$ cat src/rtl/hpu_lsu_bypass_net.sv
// LSU operand bypass network: live and history result forwarding
// behind a registered valid/ready stage that keeps resolving while stalled.
module hpu_lsu_bypass_net #(
  parameter int SRC_NUM    = 2,
  parameter int PORT_NUM   = 2,
  parameter int HIST_DEPTH = 2,
  parameter int DATA_W     = 32,
  parameter int IDX_W      = 7,
  parameter int ZERO_EN    = 1
) (
  input  logic                         clk_i,
  input  logic                         rst_i,
  input  logic [SRC_NUM-1:0]           src_en_i,
  input  logic [SRC_NUM*IDX_W-1:0]     src_idx_i,
  input  logic [SRC_NUM*DATA_W-1:0]    src_data_i,
  input  logic                         flush_i,
  input  logic                         in_valid_i,
  output logic                         in_ready_o,
  input  logic [PORT_NUM*IDX_W-1:0]    rf_idx_i,
  input  logic [PORT_NUM*DATA_W-1:0]   rf_data_i,
  output logic                         out_valid_o,
  input  logic                         out_ready_i,
  output logic [PORT_NUM*DATA_W-1:0]   op_data_o,
  output logic [PORT_NUM-1:0]          op_hit_o
);

  localparam logic ZERO_ON = (ZERO_EN != 0);

  logic [SRC_NUM-1:0][IDX_W-1:0]   live_idx;
  logic [SRC_NUM-1:0][DATA_W-1:0]  live_data;
  logic [PORT_NUM-1:0][IDX_W-1:0]  port_idx;
  logic [PORT_NUM-1:0][DATA_W-1:0] port_rf;

  assign live_idx  = src_idx_i;
  assign live_data = src_data_i;
  assign port_idx  = rf_idx_i;
  assign port_rf   = rf_data_i;

  logic [SRC_NUM-1:0]              h_en   [HIST_DEPTH];
  logic [SRC_NUM-1:0][IDX_W-1:0]   h_idx  [HIST_DEPTH];
  logic [SRC_NUM-1:0][DATA_W-1:0]  h_data [HIST_DEPTH];

  logic [PORT_NUM-1:0][DATA_W-1:0] res_data;
  logic [PORT_NUM-1:0]             res_hit;
  logic [PORT_NUM-1:0]             found;

  logic [PORT_NUM-1:0][DATA_W-1:0] hold_data;
  logic [PORT_NUM-1:0][IDX_W-1:0]  hold_idx;
  logic [PORT_NUM-1:0]             hold_hit;
  logic                            out_valid;
  logic                            accept;

  assign in_ready_o  = !out_valid | out_ready_i;
  assign accept      = in_valid_i & in_ready_o;
  assign out_valid_o = out_valid;
  assign op_data_o   = hold_data;
  assign op_hit_o    = hold_hit;

  // Priority: zero reg, live sources, then history youngest first.
  always_comb begin
    res_data = port_rf;
    res_hit  = '0;
    found    = '0;
    for (int p = 0; p < PORT_NUM; p++) begin
      if (ZERO_ON && port_idx[p] == '0) begin
        res_data[p] = '0;
        found[p]    = 1'b1;
      end
      for (int s = 0; s < SRC_NUM; s++) begin
        if (!found[p] && src_en_i[s] &&
            live_idx[s] == port_idx[p]) begin
          res_data[p] = live_data[s];
          res_hit[p]  = 1'b1;
          found[p]    = 1'b1;
        end
      end
      for (int k = 0; k < HIST_DEPTH; k++) begin
        for (int s = 0; s < SRC_NUM; s++) begin
          if (!found[p] && h_en[k][s] &&
              h_idx[k][s] == port_idx[p]) begin
            res_data[p] = h_data[k][s];
            res_hit[p]  = 1'b1;
            found[p]    = 1'b1;
          end
        end
      end
    end
  end

  always_ff @(posedge clk_i) begin
    if (!rst_i) begin
      for (int k = 0; k < HIST_DEPTH; k++) h_en[k] <= '0;
    end else if (flush_i) begin
      for (int k = 0; k < HIST_DEPTH; k++) h_en[k] <= '0;
    end else begin
      h_en[0] <= src_en_i;
      for (int k = 1; k < HIST_DEPTH; k++) h_en[k] <= h_en[k-1];
    end
  end

  always_ff @(posedge clk_i) begin
    h_idx[0]  <= live_idx;
    h_data[0] <= live_data;
    for (int k = 1; k < HIST_DEPTH; k++) begin
      h_idx[k]  <= h_idx[k-1];
      h_data[k] <= h_data[k-1];
    end
  end

  always_ff @(posedge clk_i) begin
    if (!rst_i) begin
      out_valid <= 1'b0;
      hold_data <= '0;
      hold_idx  <= '0;
      hold_hit  <= '0;
    end else if (flush_i) begin
      out_valid <= 1'b0;
    end else if (accept) begin
      out_valid <= 1'b1;
      hold_data <= res_data;
      hold_idx  <= port_idx;
      hold_hit  <= res_hit;
    end else if (out_valid && out_ready_i) begin
      out_valid <= 1'b0;
    end else if (out_valid) begin
      // Descending scan so the lowest matching source is the last write.
      for (int p = 0; p < PORT_NUM; p++) begin
        for (int s = SRC_NUM - 1; s >= 0; s--) begin
          if (src_en_i[s] && live_idx[s] == hold_idx[p] &&
              !(ZERO_ON && hold_idx[p] == '0)) begin
            hold_data[p] <= live_data[s];
            hold_hit[p]  <= 1'b1;
          end
        end
      end
    end
  end

endmodule

$ cat config.mk
export PLATFORM = sky130hd
export DESIGN_NAME = hpu_lsu_bypass_net
export DESIGN_NICKNAME = d
export VERILOG_FILES = /design/src/rtl/hpu_lsu_bypass_net.sv
export SDC_FILE = /design/constraint.sdc
export NUM_CORES = 1
export LEC_CHECK = 0
export ABC_CLOCK_PERIOD_IN_PS = 3100
export CAP_MARGIN = 25
export CORE_ASPECT_RATIO = 1.1
export CORE_MARGIN = 8
export CORE_UTILIZATION = 53
export DETAILED_ROUTE_END_ITERATION = 7
export HOLD_SLACK_MARGIN = 0.03
export PLACE_DENSITY = 0.81
export SKIP_LAST_GASP = 1
export SLEW_MARGIN = 5
export SYNTH_ARGS = -nofsm -noshare
export SYNTH_HDL_FRONTEND = slang
export SYNTH_SLANG_ARGS = --single-unit
$ cat constraint.sdc
create_clock -name clk_i -period 3.1 [get_ports clk_i]
set_input_delay 0.31 -clock clk_i [delete_from_list [all_inputs] [get_ports clk_i]]
set_output_delay 0.31 -clock clk_i [all_outputs]
set_load 0.05 [all_outputs]
# ---- After elaboration in Yosys (flattened, before gate mapping)
# Memories as Yosys holds them, arrays and structs flattened.
# Cells that the tools add are included.
dict set report totals {
  output_inout_bits 68
  memories 3
  wordCells 160
  ram_bits 160
  register_bits 81
  in_bits 163
}
# name depth word_bits rd rd_ports_with_merged_regs write_ports line_no
set memory_table {}
lappend memory_table {h_data 2 64 2 0 2 41} ;# logic [SRC_NUM-1:0][DATA_W-1:0] h_data [HIST_DEPTH];
lappend memory_table {h_idx 2 14 2 0 2 40} ;# logic [SRC_NUM-1:0][IDX_W-1:0] h_idx [HIST_DEPTH];
lappend memory_table {h_en 2 2 2 0 2 39} ;# logic [SRC_NUM-1:0] h_en [HIST_DEPTH];
dict set report classes {
  n_reduce_logical 60
  n_mux 65
  n_eq_ne 17
  bitwise 8
}
# operator count
set ops {}
lappend ops {{2-to-1 mux 32 bit} 18}
lappend ops {{2-to-1 mux 64 bit} 3}
lappend ops {{equality test 7 bit} 16}
lappend ops {{2-to-1 mux 1 bit} 37}
lappend ops {{logical AND 1 bit} 33}
lappend ops {{zero test 7 bit} 4}
lappend ops {{zero test 1 bit} 15}
lappend ops {{2-to-1 mux 2 bit} 7}
lappend ops {{AND reduction 4 bit} 2}
lappend ops {{nonzero test 3 bit} 2}
lappend ops {{bitwise OR 1 bit} 5}
lappend ops {{nonzero test 2 bit} 2}
lappend ops {{inequality test 2 bit (second input constant)} 1}
lappend ops {{inverter 1 bit} 2}
lappend ops {{AND reduction 2 bit} 1}
lappend ops {{OR reduction 2 bit} 1}
lappend ops {{bitwise AND 1 bit} 1}

# ---- Longest topological paths before layout
# Gate-level depths: netlist (run 1).
dict set report depth {
  word_depth 27
  ltp_mapped 12
  ltp_nobuf 7
}

# ---- Worst setup path before layout (run 1)
# Ideal clock, no wire load.
dict set report synth_timing {
  kind {flip-flop to flip-flop}
  from {reg out_valid, in the netlist out_valid_o}
  to {reg hold_data (netlist bit op_data_o[53])}
  path_buffers 2
  path_stages_with_launch 10
  t_required_ns 2.976
  setup_slack_ns 0.204
  setup_ns 0.124
  period_less_slack_ns 2.896
  arrival_ns 2.772
  cell_sequence {dfxtp_1 > nand2b_1 > nor2b_1 > nor2_1 > o31a_1 > clkbuf_1 > buf_2 > mux2_2 > a221oi_1 > a21oi_1}
}
dict set report synth_between {
  elab_chain_cells 5
  word_cells_on_any_way 9
  cone_classes {eq/ne: 1; mux: 1; bitwise: 2; reduce/logical: 5}
}
# element line_no
set synth_rtl {}
lappend synth_rtl {{start, declared} 50} ;# logic out_valid;
lappend synth_rtl {{start signal, assigned} 112} ;# out_valid <= 1'b0;
lappend synth_rtl {{start signal, assigned} 117} ;# out_valid <= 1'b0;
lappend synth_rtl {{start signal, assigned} 119} ;# out_valid <= 1'b1;
lappend synth_rtl {{zero test 1 bit *} 53} ;# assign in_ready_o = !out_valid | out_ready_i;
lappend synth_rtl {{bitwise OR 1 bit *} 53}
lappend synth_rtl {{named net in_ready_o} 18} ;# output logic in_ready_o,
lappend synth_rtl {{bitwise AND 1 bit *} 54} ;# assign accept = in_valid_i & in_ready_o;
lappend synth_rtl {{inequality test 2 bit (no line) (tied with other cells)} --}
lappend synth_rtl {{AND reduction 4 bit (no line)} --}
lappend synth_rtl {{end signal, assigned} 120} ;# hold_data <= res_data;
lappend synth_rtl {{end signal, assigned by index} 131} ;# hold_data[p] <= live_data[s];
lappend synth_rtl {{end, declared} 47} ;# logic [PORT_NUM-1:0][DATA_W-1:0] hold_data;
# Mark *: on every way through the listed nets, which the timed path passes. The rest lies on a longest branch.
# A chain may end at the register's enable or synchronous reset.

# ---- Worst setup path after layout (run 1)
dict set report layout_timing {
  from {reg hold_idx[2] (netlist name)}
  to {reg hold_data (netlist bit op_data_o[2])}
}
dict set report layout_between {
  elab_chain_cells 7
  word_cells_on_any_way 14
  cone_classes {eq/ne: 2; mux: 4; reduce/logical: 8}
}
# element line_no
set layout_rtl {}
lappend layout_rtl {{start, declared} 48} ;# logic [PORT_NUM-1:0][IDX_W-1:0] hold_idx;
lappend layout_rtl {{start signal, assigned} 121} ;# hold_idx <= port_idx;
lappend layout_rtl {{equality test 7 bit / zero test 7 bit (equally long branches)} {129, 130}}
lappend layout_rtl {{logical AND 1 bit / zero test 1 bit (equally long branches)} {129, 130}}
lappend layout_rtl {{logical AND 1 bit} 129} ;# if (src_en_i[s] && live_idx[s] == hold_idx[p] &&
lappend layout_rtl {{2-to-1 mux 32 bit} 129}
lappend layout_rtl {{2-to-1 mux 64 bit} 125} ;# end else if (out_valid) begin
lappend layout_rtl {{2-to-1 mux 64 bit} 123} ;# end else if (out_valid && out_ready_i) begin
lappend layout_rtl {{2-to-1 mux 64 bit} 118} ;# end else if (accept) begin
# Several ways; a longest one is shown, not always the timed one. The select of a mux whose other input is x is not followed.

==> out/metrics.cfg, run 1 <==
[grt]
grt_usage_pct=32.31
grt_max_degree=69
gr-total-overflow=0
antenna_found_initial=0
grt_pass1_wl_um=73860
grt_pass1_vias=13100

[synthesis]
synth_top_area_cell=dfxtp_1
synthTopCellsByCount=dfxtp_1 (237), nand2_1 (130), nor2_1 (115)
synthMostInstantiatedCell=dfxtp_1
ys.flop_type=dfxtp_1
synth_seq_area_share_pct=39.11
netlist_area_um2=12440
synth_edf_count=4
async_flop_share_pct=0
synth.avg_cell_area_um2=9.086
synth_warnings=0
yosysUniqueCellTypes=58
ys_seq_elements=241
synth_top_area_share_pct=38.15
syn_inst=1369
synth_area_leaders=dfxtp_1 (38%), mux2i_1 (7.1%), xnor2_1 (5.2%)

[placed_design]
dp_cells=1864
hpwl_um=31910
io_buffers=230
place_congestion=0.9963
dpl_cell_area_um2=15700

[setup_path]
crit_fanout=14
startpoint=hold_idx[2]$_SDFFE_PN0P_
critPathKind=reg2reg
r2r-start=hold_idx[2]$_SDFFE_PN0P_
r2r_slack_ns=0.12
critPathArrivalTime_ns=3.40
cp.required_ns=3.53
cp-end-kind=flop
r2r_end=op_data_o[2]$_SDFFE_PN0P_
crit_path_start_kind=flop
r2r_cells=8

[layout]
syn_to_final_growth_pct=33.46
fin_nets=1751
antenna_cells=0
post_route_cells_drive_above_1_share_pct=13.76
fillCellCount=1733
final_util_pct=71.16
stdcell_count=1911
final_area_um2=16600

[floorplan]
die_h_um=176.7
die_x_um=162.1
dieArea_um2=28630
rows=59
core_um2=23330
initial_core_util_pct=53.32
ios=231

[drt]
wire_per_inst_um=25.35
met1_length_um=17530
drcViolationCount=15
num_vias=12860
routed-wl-met3_um=6047
wirelength_um=48450
firstDrtPassIters=8
ant_nets=0
dr.max_layer_used=met4
via_per_inst=6.730
drt_iter0_markers=1555
wl_met2_um=22430

[power_and_ir_drop]
finalPower_mw=8.069
p_per_area_nw_per_um2=486.1
power_leakage_nw=6.432
peakVddDrop_v=0.0003578

[min_path]
hold_path.class=in2reg
hold_depth=1
worstHoldStart=src_data_i[49]
worstHoldEndpoint=h_data[0][49]$_DFF_P_

[status]
violations=design-rule violations
status=complete, but fails checks

[flow_run]
maxCapViolations=0

[timing]
tightest_slew_ns=0.8413
finalMaxSlewViolations=0
fin_skew_ns=0.01197
rsz0062_at_grt=false
holdWs_ns=0.3098
hold_violations=0
period_needed_ns=2.975
min_period_over_period_pct=95.98
setup_viol=0
timing.slew.headroom_pct=43.85
max_freq_ghz=0.3361

[clocking]
cts-resized-gates=0
h-tree-depth=1
cts_tree=built
clock_latency_ns=0.54
cts.path.max_buffers=3
postCtsSetupBuffers=0
cts_root_buf=clkbuf_16
hold_buffers=0
clkTransAtPathRegs_ns=0.07
numCtsBuffers=26
cts_sinks=241

through the flow:
stage | worst slack [ns] | setup TNS [ns]
after floorplan | 0.2041 | 0
after global placement | -0.1542 | -3.922
after detailed placement | -0.2416 | -6.675
after CTS | 0.1412 | 0
after global routing | 0.06708 | 0
final | 0.1247 | 0
layer usage:
metal  vias to the layer above  GRT usage [%]
li1                       5524              -
met1                      6112          38.49
met2                      1011          52.02
met3                       214          7.841
met4                         0          19.69
met5                         -              0
critical path, cell delays in order, from the launching register on:
cell and delay (ns):
dfxtp_1 0.37, or4_4 0.56, nor4_4 0.33, nor4_1 0.16
o31a_2 0.41, buf_12 0.17, mux2_1 0.34, a221o_1 0.27
o221a_2 0.25
report_power, final:
part,switching (mW),total [mW],internal [mW]
registers,0.144,3.43,3.28
logic,0.768,1.44,0.669
clock network,1.32,3.20,1.89
total,2.23,8.07,5.84
how the worst max path moves through the flow:
stage,to,cells past startpoint
floorplan,op_data_o[53]$_SDFFE_PN0P_,9
global placement,op_data_o[43]$_SDFFE_PN0P_,9
detailed placement,op_data_o[57]$_SDFFE_PN0P_,9
CTS,op_data_o[2]$_SDFFE_PN0P_,8
global route,op_data_o[2]$_SDFFE_PN0P_,8
finish,op_data_o[2]$_SDFFE_PN0P_,8
sequential cells by signal (all words and copies together) (netlist names):
name / count
h_data: 128
h_en: 4
h_idx: 28
hold_idx: 14
op_data_o: 64
op_hit_o: 2
out_valid_o: 1
kinds of logic after synthesis:
logic type,after synthesis,synth area share (%)
buffers and inverters,146,4.859
AOI/OAI and AO/OA,371,22.81
muxes,148,12.60
DFF,241,39.11
other,1,0.03015
xor gates and xnor gates,112,7.887
and+or+nand+nor,350,12.69
area by class of cell:
class	count	area [µm²]	share of cell area [%]
Clock buffer	36	802.0	4.832
Clock inverter	10	81.33	0.4899
Inverter	12	45.04	0.2713
Multi-Input combinational cell	985	7087	42.69
Sequential cell	241	4865	29.31
Tap cell	305	381.6	2.299
Timing Repair Buffer	322	3338	20.11
layout by cell type (no fill, tap or decap), types with 8 or more instances in the layout:
cell and n:
dfxtp_1 237, a221o_1 10, buf_4 64, a22o_1 31, a211o_1 33, clkinv_2 8
nand2_1 128, xnor2_1 74, nor3_1 38, a311oi_1 11, mux2i_1 88, o221ai_1 42
o21ai_0 41, inv_1 12, a21oi_1 69, nor4_1 10, clkbuf_16 29, mux2_2 53
nand4_1 24, o31ai_1 31, buf_12 28, a221oi_1 50, xor2_1 38, nor2_1 112
a311o_1 21, clkdlybuf4s50_1 229
(Power assumes the default switching activity.)
==> run 2, diff against run 1 <==
CORE_MARGIN = not set   (was 8)
CTS_CLUSTER_SIZE = 8   (was not set)
==> run 2 against run 1 <==
Clock skew is 0.011 ns higher. Combinational power about the same. Flip-flop and latch count did not move. Setup slack better by 0.13 ns. Maximum frequency increased by 4.6%. The flow still finishes with violations (design-rule violations). Sequential power barely moved. Largest power group is now the clock network. Die area is 16% lower. Register-to-register slack gained 0.13 ns. Via count is 1.0% higher.
==> out/metrics.cfg, run 2 (same netlist as run 1, synthesis figures left out) <==
[power_and_ir_drop]
switchingPower_mw=2.287
p_per_area_nw_per_um2=500.2
peakVddDrop_v=0.0005753
clkPwrFrac_pct=41.7
internal_power_mw=6.087
power_leakage_nw=6.511
power_frac_seq_pct=41.0
p_comb_share_pct=17.2
swShare_pct=27.31

[layout]
post_route_cells_drive_above_1_share_pct=14.34
stdcell_count=1919
final_util_pct=73.01
final_cell_mix=dfxtp_1 (237), clkdlybuf4s50_1 (229), nand2_1 (128), nor2_1 (112), mux2i_1 (88)
fin_nets=1775
final_common_cell=dfxtp_1
syn_to_final_growth_pct=34.61
max_flop_register=h_data
largest_reg_flops=128

[timing]
setup_viol=0
min_period_over_period_pct=91.77
rsz0062_at_grt=false
period_needed_ns=2.845
final.setup.worst_slack_ns=0.2550
hold_violations=0
timing.slew.headroom_pct=38.25
fin_skew_ns=0.02259
max_freq_ghz=0.3515
totalNegativeSetupSlack_ns=0
tightest_slew_ns=0.9252
holdWs_ns=0.3265
finalMaxSlewViolations=0

[min_path]
worstHoldEndpoint=h_data[0][0]$_DFF_P_
worstHoldStart=src_data_i[0]
hold_path.class=in2reg
hold_depth=1

[setup_path]
r2r_slack_ns=0.26
cp.required_ns=3.51
crit_chain=or4_4, nor4_4, nor4_1, o31a_2, buf_12, mux2_1, a221o_1, o221a_2
r2r_end=op_data_o[2]$_SDFFE_PN0P_
crit_path_start_kind=flop
cp-end-kind=flop
critPathArrivalTime_ns=3.25
critPathKind=reg2reg
crit_fanout=20
critPathSlowestCell=or4_4
r2r-start=hold_idx[2]$_SDFFE_PN0P_
critPathMaxStageDelay_ns=0.57
r2r_cells=8

[floorplan]
core_um2=22930
die_h_um=162.7
dieArea_um2=24090
ios=231
die_x_um=148.1
rows=58
initial_core_util_pct=54.24

[grt]
grt_pass1_wl_um=72650
grtUsageMet1_pct=47.38
grt_max_degree=63
antenna_found_initial=1
top_usage_layer=met2
met2_usage_pct=62.74
gr-total-overflow=0
grt_usage_pct=38.81
grt_pass1_vias=13210
grtUsageMet3_pct=8.796

[drt]
drt_iter0_markers=1660
ant_nets=0
num_vias=12990
via_per_inst=6.769
drcViolationCount=1
firstDrtPassIters=8
wire_per_inst_um=24.61
wirelength_um=47230

[placed_design]
preCtsSetupSlack_ns=-0.1316
place_congestion=1.001
hpwl_um=31350
dp_cells=1874
io_buffers=230

[status]
violations=design-rule violations
status=complete, but fails checks

[clocking]
cts_tree=built
cts-resized-gates=0
h-tree-depth=2
numCtsBuffers=36
postCtsSetupBuffers=0
hold_buffers=0
cts_root_buf=clkbuf_16
cts.path.max_buffers=3
clock_latency_ns=0.52
cts_sinks=241
clkTransAtPathRegs_ns=0.05

[flow_run]
maxCapViolations=0

run 2: cell count changes in the layout (fill, tap and decap cells not counted), sizes merged:
cell / change
buf: +14
bufinv: -1
clkbuf: +5
clkinv: -7
diode: +1
inv: +1
run 2: power by group through the flow:
stage	sequential (mW)	clock, mW	combinational, mW
finish	3.44	3.49	1.44
global route	3.45	3.64	1.51
CTS	3.43	3.50	1.42
detailed placement	3.49	0	1.40
global placement	3.48	0	1.38
floorplan	3.63	0	0.620
run 2: area by class of cell:
type                    instances  area, µm²
clock buffers                  41      940.9
inverters                      12      45.04
repair buffers                336       3401
clock inverters                 3      26.28
fillers                      1656       6188
diodes                          1      2.502
well taps                     300      375.4
multi-input cells             985       7088
flip-flops and latches        241       4865
run 2: worst max-delay path: cells and delay by family, from the launching register on:
family | cells | cell delay (ns)
multiplexers | 1 | 0.34
AO/OA/AOI/OAI | 3 | 0.89
flip-flops | 1 | 0.35
buffers and inverters | 1 | 0.18
AND/OR/NAND/NOR | 3 | 0.98
run 2: worst max-delay path by stage:
stage / startpoint / endpoint / slack (ns)
4_1_cts: hold_idx[2]$_SDFFE_PN0P_ / op_data_o[2]$_SDFFE_PN0P_ / 0.26
3_5_place_dp: src_idx_i[1] / op_data_o[7]$_SDFFE_PN0P_ / -0.13
3_3_place_gp: src_idx_i[1] / op_data_o[1]$_SDFFE_PN0P_ / -0.11
6_report: hold_idx[2]$_SDFFE_PN0P_ / op_data_o[2]$_SDFFE_PN0P_ / 0.26
5_1_grt: hold_idx[2]$_SDFFE_PN0P_ / op_data_o[15]$_SDFFE_PN0P_ / 0.12
2_1_floorplan: out_valid_o$_SDFFE_PN0P_ / op_data_o[53]$_SDFFE_PN0P_ / 0.20
run 2: layer usage:
metal | part of all wire (%) | wire length (µm)
met1 | 37 | 17250
met3 | 12 | 5850
met4 | 5.3 | 2485
met2 | 46 | 21650
met5 | 0 | 0
run 2: stage by stage:
stage / area [µm²] / power [mW]
final: 16740 / 8.375
after global routing: 16740 / 8.599
after CTS: 16740 / 8.348
after detailed placement: 15770 / 4.891
after global placement: 15750 / 4.862
after floorplan: 12450 / 4.251
